**src/rtl/tile_noc_rx.sv**
```systemverilog
// tile_noc_rx: mesh ejection endpoint reassembling head+body flits into queued messages
module tile_noc_rx #(
    parameter int DATA_WIDTH = 32,
    parameter int N_BODY     = 4,
    parameter int DEPTH      = 4,
    parameter int TILE_ID_W  = 4
) (
    input  logic                             clk,
    input  logic                             rst,
    input  logic                             in_valid,
    output logic                             in_ready,
    input  logic [DATA_WIDTH-1:0]            in_flit,
    output logic                             out_valid,
    input  logic                             out_ready,
    output logic [TILE_ID_W-1:0]             out_src,
    output logic [N_BODY*(DATA_WIDTH-1)-1:0] out_data,
    output logic [15:0]                      msg_count,
    output logic [15:0]                      err_count
);
    localparam int PW = DATA_WIDTH - 1;
    localparam int MW = N_BODY * PW;
    localparam int AW = $clog2(DEPTH);
    localparam int BW = (N_BODY > 1) ? $clog2(N_BODY) : 1;
    localparam logic [BW-1:0] LAST = BW'(N_BODY - 1);

    typedef enum logic {IDLE, BODY} state_t;

    state_t                      state, state_n;
    logic [BW-1:0]               beat_cnt;
    logic [TILE_ID_W-1:0]        src_q;
    logic [MW-1:0]               stage_q, stage_n;
    logic [TILE_ID_W+MW-1:0]     mem [DEPTH];
    logic [AW:0]                 wr_ptr, rd_ptr;
    logic                        acc, head, last, full, push, pop, err;

    // Framing decode, FIFO status, next state and staging merge of the incoming flit
    always_comb begin
        acc       = in_valid & in_ready;
        head      = in_flit[DATA_WIDTH-1];
        last      = (state == BODY) && (beat_cnt == LAST);
        full      = (wr_ptr ^ rd_ptr) == {1'b1, {AW{1'b0}}};
        in_ready  = !(last && full);
        push      = acc && !head && last;
        err       = acc && (head ? (state == BODY) : (state == IDLE));
        out_valid = wr_ptr != rd_ptr;
        pop       = out_valid && out_ready;
        {out_src, out_data} = mem[rd_ptr[AW-1:0]];
        stage_n   = stage_q;
        stage_n[beat_cnt*PW +: PW] = in_flit[PW-1:0];
        state_n   = state;
        if (acc) state_n = head ? BODY : (last ? IDLE : state);
    end

    // FSM state register
    always_ff @(posedge clk) begin
        if (rst) state <= IDLE;
        else     state <= state_n;
    end

    // Packet staging, message FIFO and statistics counters
    always_ff @(posedge clk) begin
        if (rst) begin
            beat_cnt  <= '0;
            src_q     <= '0;
            stage_q   <= '0;
            wr_ptr    <= '0;
            rd_ptr    <= '0;
            msg_count <= '0;
            err_count <= '0;
            for (int i = 0; i < DEPTH; i++) mem[i] <= '0;
        end else begin
            if (acc && head) begin
                src_q    <= in_flit[TILE_ID_W-1:0];
                beat_cnt <= '0;
            end else if (acc && state == BODY) begin
                stage_q  <= stage_n;
                beat_cnt <= last ? '0 : beat_cnt + 1'b1;
            end
            if (push) begin
                mem[wr_ptr[AW-1:0]] <= {src_q, stage_n};
                wr_ptr    <= wr_ptr + 1'b1;
                msg_count <= msg_count + 1'b1;
            end
            if (pop) rd_ptr <= rd_ptr + 1'b1;
            if (err && err_count != 16'hFFFF) err_count <= err_count + 1'b1;
        end
    end
endmodule

```
**config.mk**
```make
export PLATFORM = sky130hd
export DESIGN_NAME = tile_noc_rx
export DESIGN_NICKNAME = d
export VERILOG_FILES = /design/src/rtl/tile_noc_rx.sv
export SDC_FILE = /design/constraint.sdc
export NUM_CORES = 1
export LEC_CHECK = 0
export BUFFER_PORTS_ARGS = -buffer_cell sky130_fd_sc_hd__buf_2
export CAP_MARGIN = 25
export CORE_AREA = 3 3 258 197
export CTS_CLUSTER_DIAMETER = 200
export CTS_CLUSTER_SIZE = 10
export DETAILED_ROUTE_END_ITERATION = 8
export DIE_AREA = 0 0 261 200
export GPL_TIMING_DRIVEN = 0
export PLACE_DENSITY = 0.79
export SYNTH_ARGS = -nofsm -noshare
export SYNTH_HDL_FRONTEND = slang
export SYNTH_SLANG_ARGS = --single-unit
```
**constraint.sdc**
```tcl
create_clock -name clk -period 9.9 [get_ports clk]
set_input_delay 0.99 -clock clk [delete_from_list [all_inputs] [get_ports clk]]
set_output_delay 0.99 -clock clk [all_outputs]
set_load 0.01 [all_outputs]
```
# After elaboration in Yosys (flattened, before gate mapping)
# Memory sizes are Yosys's and may differ from the RTL's. A register that Yosys moved wholly into a read port is not among the register bits.
# Index checks and enable logic that the tools add are counted.
# W data, S select, Z words.
[classes]
n_eq_ne = 4
mul = 1
shifts = 2
bitwise = 4
n_mux = 15
n_addsub = 6
reduce_logical = 16
[op_table]
columns = ["operator", "count"]
rows = [
  ["$mux W128", 1],
  ["$reduce_or A128 Y1", 1],
  ["$bwmux W124", 1],
  ["$shift A31 B34 Y124 const A", 1],
  ["$shiftx A31 B34 Y124", 1],
  ["$neg A7 Y34", 1],
  ["$add A16 B1 Y16 const B", 2],
  ["$ne A16 B16 Y1 const B", 1],
  ["$logic_and A1 B1 Y1", 9],
  ["$mux W1", 9],
  ["$mux W2", 4],
  ["$mul A2 B5 Y7 const B", 1],
  ["$add A3 B1 Y3 const B", 2],
  ["$reduce_and A2 Y1", 2],
  ["$eq A3 B3 Y1 const B", 1],
  ["$ne A3 B3 Y1", 1],
  ["$xor A3 B3 Y3", 1],
  ["$add A2 B1 Y2 const B", 1],
  ["$eq A2 B2 Y1 const B", 1],
  ["$logic_not A1 Y1", 2],
  ["$not A1 Y1", 2],
  ["$reduce_bool A2 Y1", 1],
  ["$reduce_or A2 Y1", 1],
  ["$and A1 B1 Y1", 1],
]
[word_totals]
ram_bits = 512
elab_cells = 57
reg_bits = 169
mem_count = 1
inputBits = 36
out_inout_bits = 162
[memory_table]
columns = ["name", "words", "word_bits", "read_ports", "rd_ports_with_merged_regs", "write_ports", "line", "source"]
rows = [
  ["mem", 4, 128, 1, 1, 4, "32", "logic [TILE_ID_W+MW-1:0] mem [DEPTH];"],
]

# Depth between registers and ports, before layout
# Gate-level depths: netlist of run 1.
[depth]
ltp_word = 12
depth_mapped = 8
depth_no_buf = 6

# Worst setup path after synthesis of run 1
# No wires, ideal clock.
[synth_path]
kind = "input -> register"
startpoint = "input port in_flit[31]"
endpoint = "memory mem[0][0] in the netlist's numbering (enable)"
setup_slack_ps = 4787
stages = 6
arrival_time_ps = 4622
setup_ps = 491
required_ps = 9409
cell_sequence = "nand3b_1 -> a41oi_2 -> nand4_1 -> buf_2 -> buf_2 -> nand2_1"
[synth_rtl]
columns = ["element", "line", "source"]
rows = [
  ["start: declaration", "12", "input logic [DATA_WIDTH-1:0] in_flit,"],
  ["end: declaration", "32", ""],
]

==> out/results.txt, run 1 <==
busiest grt layer: met2
RSZ-0062 raised after global routing: no
clock tree sinks: 683
Final setup violation count: 0
Mapped Nets: 2241
Routed WL: 80000 µm
drt first pass iters: 6
Most common cell on crit path: buf_2
insertion delay to the later sink of the worst-skew pair: 0.61 ns
clock tree buffer depth: 3
die area: 0.0522 mm²
FF-to-FF Start: beat_cnt[0]
met1 usage: 0.423
vias: 20300
Synth warnings: 0
initial core utilization: 0.599
Final ANT Viol Nets: 0
Power Dens Cells: 184 mW/mm²
Global Route met2 Usage: 0.476
Hold Crit Start: msg_count[14]
sequential area share after synthesis: 0.648
Cell Count Post-Placement: 3049
# fillers: 3203
Hold-fix buffers, CTS: 0
Worst EP arrival: 3.07 ns
H-tree levels: 3
CP max stage delay: 0.78 ns
relative slew slack: 0.295
part of the cycle the worst path needs: 0.410
die extent in x: 261 µm
number of synthesized register bits: 683
WL/cell: 25.0 µm
CP max stage cell: clkbuf_1
fin crit period: 4.06 ns
Post-synth EDFFs: 512
max-slew violations: 0
CP Launch Type: flop
Most used DFF post-synth: edfxtp_1
Max-cap violations: 0
layout cells sized above 1: 0.231
GRT Residual Overflow: 0
clock-pin slew on the worst setup and hold paths: 0.06 ns
number of buffers added on ports: 197
syn avg cell area: 13.2 µm²
CTS tree: done
CTS buffer count: 78
Layout Cells excl Fill: 3196
core area: 0.0484 mm²
Clock Skew: 0.0184 ns
Root Buffer: clkbuf_16
GRT Total Usage: 0.308
Worst Setup End Kind: output pin
Setup TNS Final: 0 ns
actual slew at the worst max-slew pin: 1.06 ns
Setup WS post-layout: 5.84 ns
Max Fanout on Critical Path: 10
WP data required: 8.91 ns
routability cong.: 0.871
critical path type: flop to output pin
final net count: 2527
status: completed
vias in the first global route: 19900
largest net degree at the start of global routing: 52
row count: 70
first-pass GRT wire length: 119000 µm
Mapped Cells: 2196
Place WS: 5.72 ns
Final Hold Fails: 0
DP HPWL: 52800 µm
FMAX: 247 MHz
antenna violations before repair: 1
worst hold path type: flop to flop
Via density: 6.34
area grow syn2layout: 15.1%
Netlist cell types: 55
Post-Syn Area: 0.0290 mm²
leakage: 11.4 nW
Setup Fix Bufs, Post-CTS: 0
met3 Use GR: 0.0790
Worst VDD drop: 0.121 mV
Residual DRC: 0
DR iter-0 viols: 2651
CTS resizes: 0
Async S/R FF share, synth: 0
Die Ht: 200 µm
critical path, cell by cell: clkbuf_1, buf_2, mux4_2, buf_2
I/O pins: 198
==> power by group <==
part | internal (mW) | total [mW] | switching, mW
Combinational | 0.0901 | 0.316 | 0.226
Clock | 1.54 | 2.64 | 1.10
Sequential | 3.16 | 3.19 | 0.0306
==> cell families after synthesis <==
group / share of synthesized area
AND/OR/NAND/NOR: 0.130
flip-flops: 0.648
AO/OA/AOI/OAI: 0.0778
buffers and inverters: 0.0291
multiplexers: 0.108
XOR/XNOR: 0.00324
adder cells (fa/ha/maj): 0.00388
==> final timing paths <==
| path | slack, ns | depth (start not counted) | end |
|---|---|---|---|
| setup / recovery | 5.84 | 4 | out_data[94] |
| hold / removal | 0.49 | 2 | msg_count[14] |
| setup reg to reg | 6.13 | 8 | mem[1][9] |
| hold reg to reg | 0.49 | 2 | msg_count[14] |
==> layout make-up <==
cell class,instances,area (µm²),area share
antenna,4,10.0,0.000300
buffer,167,800,0.0240
clock buffer,138,2260,0.0678
clock inverter,4,42.5,0.00127
inverter,12,45.0,0.00135
multi-input combinational,1334,9390,0.281
sequential,683,18800,0.563
tap,648,811,0.0243
timing repair buffer,206,1220,0.0365
==> layer usage <==
layer,part of all wire,wire (µm)
met1,0.37,29800
met2,0.47,37400
met3,0.12,9500
met4,0.042,3340
met5,0,0
==> cells in the mapped netlist (3+ instances only) <==
library cell | instances | area share
xnor2_1 | 3 | 0.00091
ha_1 | 9 | 0.0039
mux2_1 | 12 | 0.0047
o21ai_0 | 9 | 0.0016
mux2i_1 | 6 | 0.0021
inv_1 | 11 | 0.0014
xor2_1 | 4 | 0.0012
o31ai_1 | 8 | 0.0021
clkbuf_1 | 66 | 0.0085
or3_1 | 5 | 0.0011
o41ai_1 | 3 | 0.00091
or4_1 | 7 | 0.0018
buf_2 | 84 | 0.014
a21oi_1 | 112 | 0.019
nand3_1 | 13 | 0.0022
buf_4 | 14 | 0.0036
dfxtp_1 | 171 | 0.12
nor4_1 | 9 | 0.0019
nor4b_1 | 6 | 0.0018
nor2b_1 | 112 | 0.024
a211oi_1 | 75 | 0.019
nor3_1 | 5 | 0.00086
nand4_1 | 12 | 0.0026
a22oi_1 | 31 | 0.0080
and4_1 | 5 | 0.0015
mux4_2 | 128 | 0.099
nand2_1 | 17 | 0.0022
mux2_2 | 4 | 0.0016
edfxtp_1 | 512 | 0.53
nor2_1 | 664 | 0.086
a211oi_2 | 50 | 0.022
==> flip-flops by register name, summed over array words and instances (netlist names), named ones only <==
signal	flops
mem	512
stage_q	124
err_count	16
msg_count	16
src_q	4
rd_ptr	3
wr_ptr	3
beat_cnt	2
state	1
==> placed cells by master, fill, tap and decap left out, drive strengths merged, types with 6 or more instances in the layout <==
cell type and n:
nand3 13, nor2 664, ha 9, mux2i 6, or4 7, inv 14, mux2 16, a21oi 112
clkbuf 204, nand2 17, o21ai 9, xor2 6, mux4 128, dfxtp 171, nor4 10, buf 307
o31ai 8, a211oi 125, nor4b 6, nor2b 112, edfxtp 512, nand4 13, a22oi 31
==> per-stage QoR <==
stage                     total power, mW  utilization  instance area, µm²  hold slack (ns)
final                                6.15        0.689               33400            0.492
after global routing                 6.30        0.689               33400            0.518
after CTS                            6.16        0.689               33400            0.494
after detailed placement             3.55        0.641               31100            0.485
after global placement               3.55        0.636               30800            0.474
after floorplan                      3.42            -               29000            0.460
==> worst max-delay path, delay by kind of cell (launching register included) <==
kind                   cells  cell delay [ns]
buffers and inverters      3             1.47
muxes                      1             0.64
DFF                        1             0.33
No activity file was read; power rests on OpenSTA's default activity.
==> run 2: changes to the inputs <==
--- a/config.mk
+++ b/config.mk
@@ -7,13 +7,13 @@
 export LEC_CHECK = 0
 export BUFFER_PORTS_ARGS = -buffer_cell sky130_fd_sc_hd__buf_2
 export CAP_MARGIN = 25
-export CORE_AREA = 3 3 258 197
+export CORE_AREA = 3 3 270 205
 export CTS_CLUSTER_DIAMETER = 200
 export CTS_CLUSTER_SIZE = 10
 export DETAILED_ROUTE_END_ITERATION = 8
-export DIE_AREA = 0 0 261 200
+export DIE_AREA = 0 0 273 208
 export GPL_TIMING_DRIVEN = 0
-export PLACE_DENSITY = 0.79
+export PLACE_DENSITY = 0.76
 export SYNTH_ARGS = -nofsm -noshare
 export SYNTH_HDL_FRONTEND = slang
 export SYNTH_SLANG_ARGS = --single-unit
==> constraint.sdc (replaced) <==
create_clock -name clk -period 3.6 [get_ports clk]
set_input_delay 0.36 -clock clk [delete_from_list [all_inputs] [get_ports clk]]
set_output_delay 0.36 -clock clk [all_outputs]
set_load 0.01 [all_outputs]
==> run 2 against run 1 <==
Sequential share of layout area hardly changed. Largest power group unchanged. Sequential power rose to 2.7 times the previous value. Global-route usage decreased by 2.9 points. Highest routed layer is now met5. Clock skew increased by 0.014 ns. Via count down 1.4%. Wire length is 0.70% lower. Non-clock buffer count is 2 lower. Cell area hardly changed.
==> out/results.txt, run 2 (synthesis gave the netlist of run 1 again) <==
fin crit period: 3.46 ns
Via density: 6.14 (-3.2%)
busiest grt layer: met2
Largest register FFs: 512 (unchanged)
critical path, cell by cell: ha_1, nand2_1, nor4_1, buf_2, inv_1, buf_2
Global Route met2 Usage: 0.426 (-0.0500)
Worst VDD drop: 0.346 mV (+180%)
Place WS: 0.0713 ns (-5.65 ns)
Max-cap violations: 0 (unchanged)
Setup Fix Bufs, Post-CTS: 0 (unchanged)
GRT Total Usage: 0.279 (-0.0291)
I/O pins: 198 (unchanged)
FF+latch area: 0.0188 mm² (unchanged)
initial core utilization: 0.548 (-0.0504)
Max Fanout on Critical Path: 10 (unchanged)
antenna violations before repair: 4 (+3)
met1 usage: 0.398 (-0.0249)
core area: 0.0529 mm² (+9.2%)
CP max stage cell: nor4_1
Root Buffer: clkbuf_16
routability cong.: 0.845 (-3.0%)
RSZ-0062 raised after global routing: no
Die Ht: 208 µm (+4.0%)
CP bufs+invs: 3 (unchanged)
number of buffers added on ports: 197 (unchanged)
GRT Residual Overflow: 0 (unchanged)
layout cells sized above 1: 0.230 (-0.000696)
Most common cell on crit path: buf_2
status: completed
Final setup violation count: 0 (unchanged)
die area: 0.0568 mm² (+8.8%)
first-pass GRT wire length: 119000 µm (-0.61%)
Finished Core Util: 0.631 (-0.0577)
row count: 73 (+4.3%)
die extent in x: 273 µm (+4.6%)
clock-pin slew on the worst setup and hold paths: 0.06 ns (about the same)
Setup TNS Final: 0 ns (unchanged)
Routed WL: 79500 µm (-0.70%)
CTS buffer count: 78 (unchanged)
DP HPWL: 52600 µm (-0.30%)
multi-input logic area: 0.00942 mm² (+0.28%)
CP top delay family: simple AND/OR/NAND/NOR gates
worst hold path type: primary input to flop
leakage: 11.4 nW (-0.25%)
largest net degree at the start of global routing: 77 (+48%)
final net count: 2525 (-0.079%)
CTS resizes: 0 (unchanged)
Final ANT Viol Nets: 0 (unchanged)
vias: 20000 (-1.4%)
Reg with most FFs: mem
FMAX: 289 MHz
clock tree sinks: 683 (unchanged)
Clock Skew: 0.0323 ns (+0.0140 ns)
Setup WS post-layout: 0.138 ns (-5.71 ns)
actual slew at the worst max-slew pin: 1.09 ns (+0.0380 ns)
CP Launch Type: flop
WP data required: 3.24 ns (-5.67 ns)
clock tree buffer depth: 3 (unchanged)
area grow syn2layout: 15.1% (about the same)
vias in the first global route: 19500 (-2.0%)
Hold-fix buffers, CTS: 0 (unchanged)
drt first pass iters: 5 (-1)
Worst Setup End Kind: output pin
part of the cycle the worst path needs: 0.962
CTS tree: done
Power Dens Cells: 506 mW/mm² (+170%)
R2R Setup Slk: 0.23 ns (-5.90 ns)
relative slew slack: 0.270 (-0.0253)
max-slew violations: 0 (unchanged)
most frequent cells in the layout: nor2_1 (664), edfxtp_1 (512), buf_2 (282)
Residual DRC: 0 (unchanged)
# fillers: 3802 (+19%)
H-tree levels: 3 (unchanged)
WL/cell: 24.4 µm (-2.5%)
met3 Use GR: 0.0579 (-0.0211)
commonest non-fill, non-tap cell in the layout: nor2_1
Largest regs: mem: 512 flops, stage_q: 124 flops
Final Hold Fails: 0 (unchanged)
Worst EP arrival: 3.10 ns (+0.03 ns)
insertion delay to the later sink of the worst-skew pair: 0.61 ns (about the same)
CP max stage delay: 0.71 ns (-0.07 ns)
critical path type: flop to output pin
DR iter-0 viols: 2837 (+7.0%)
## run 2: cell types whose count changed in the layout (fill, tap and decap cells not counted), moves of 3 or more
cell / delta
nand2_8: +3
diode_2: -3
buf_16: -3
nand2_4: -3
## run 2: cell type report
class	count	share of cell area
Antenna cell	1	0.0000749
Buffer	167	0.0240
Clock buffer	139	0.0672
Clock inverter	4	0.00150
Inverter	12	0.00135
Multi-Input combinational cell	1334	0.282
Sequential cell	683	0.563
Tap cell	712	0.0267
Timing Repair Buffer	204	0.0342
## run 2: path summary, 6_finish.rpt
path                                  start           to  depth (start not counted)
worst min register to register  stage_q[21]  stage_q[21]                          2
worst max-delay path            beat_cnt[0]     in_ready                          6
worst max register to register  beat_cnt[0]   mem[2][55]                          8
worst min-delay path            in_flit[31]        state                          3
## run 2: worst register-to-register path, delay by kind of cell (launching register included)
| family | cells | cell delay (ns) |
|---|---|---|
| buf+inv | 3 | 1.02 |
| simple gates | 3 | 0.81 |
| flops | 1 | 0.53 |
| fa+ha+maj | 1 | 0.37 |
| compound gates | 1 | 0.22 |
## run 2: metrics by stage
step	instances	power, mW	hold WS [ns]	instance area [µm²]
finish	3256	16.9	0.0495	33400
global route	3255	17.3	0.0806	33400
CTS	3254	16.9	0.0189	33400
detailed placement	3111	9.76	0.490	31100
global placement	3105	9.73	0.478	30900
floorplan	2196	9.38	0.460	29000
## run 2: routing by layer
layer | vias to the layer above | part of all wire
met5 | - | 0.00018
met4 | 2 | 0.037
met3 | 186 | 0.11
met2 | 1165 | 0.46
met1 | 9980 | 0.39
li1 | 8667 | -
## run 2: where the power goes
part           internal [mW]  leakage [nW]  switching, mW
sequential              8.68          6.67         0.0819
combinational          0.241          3.66          0.615
clock                   4.21          1.09           3.07
total                   13.1          11.4           3.76
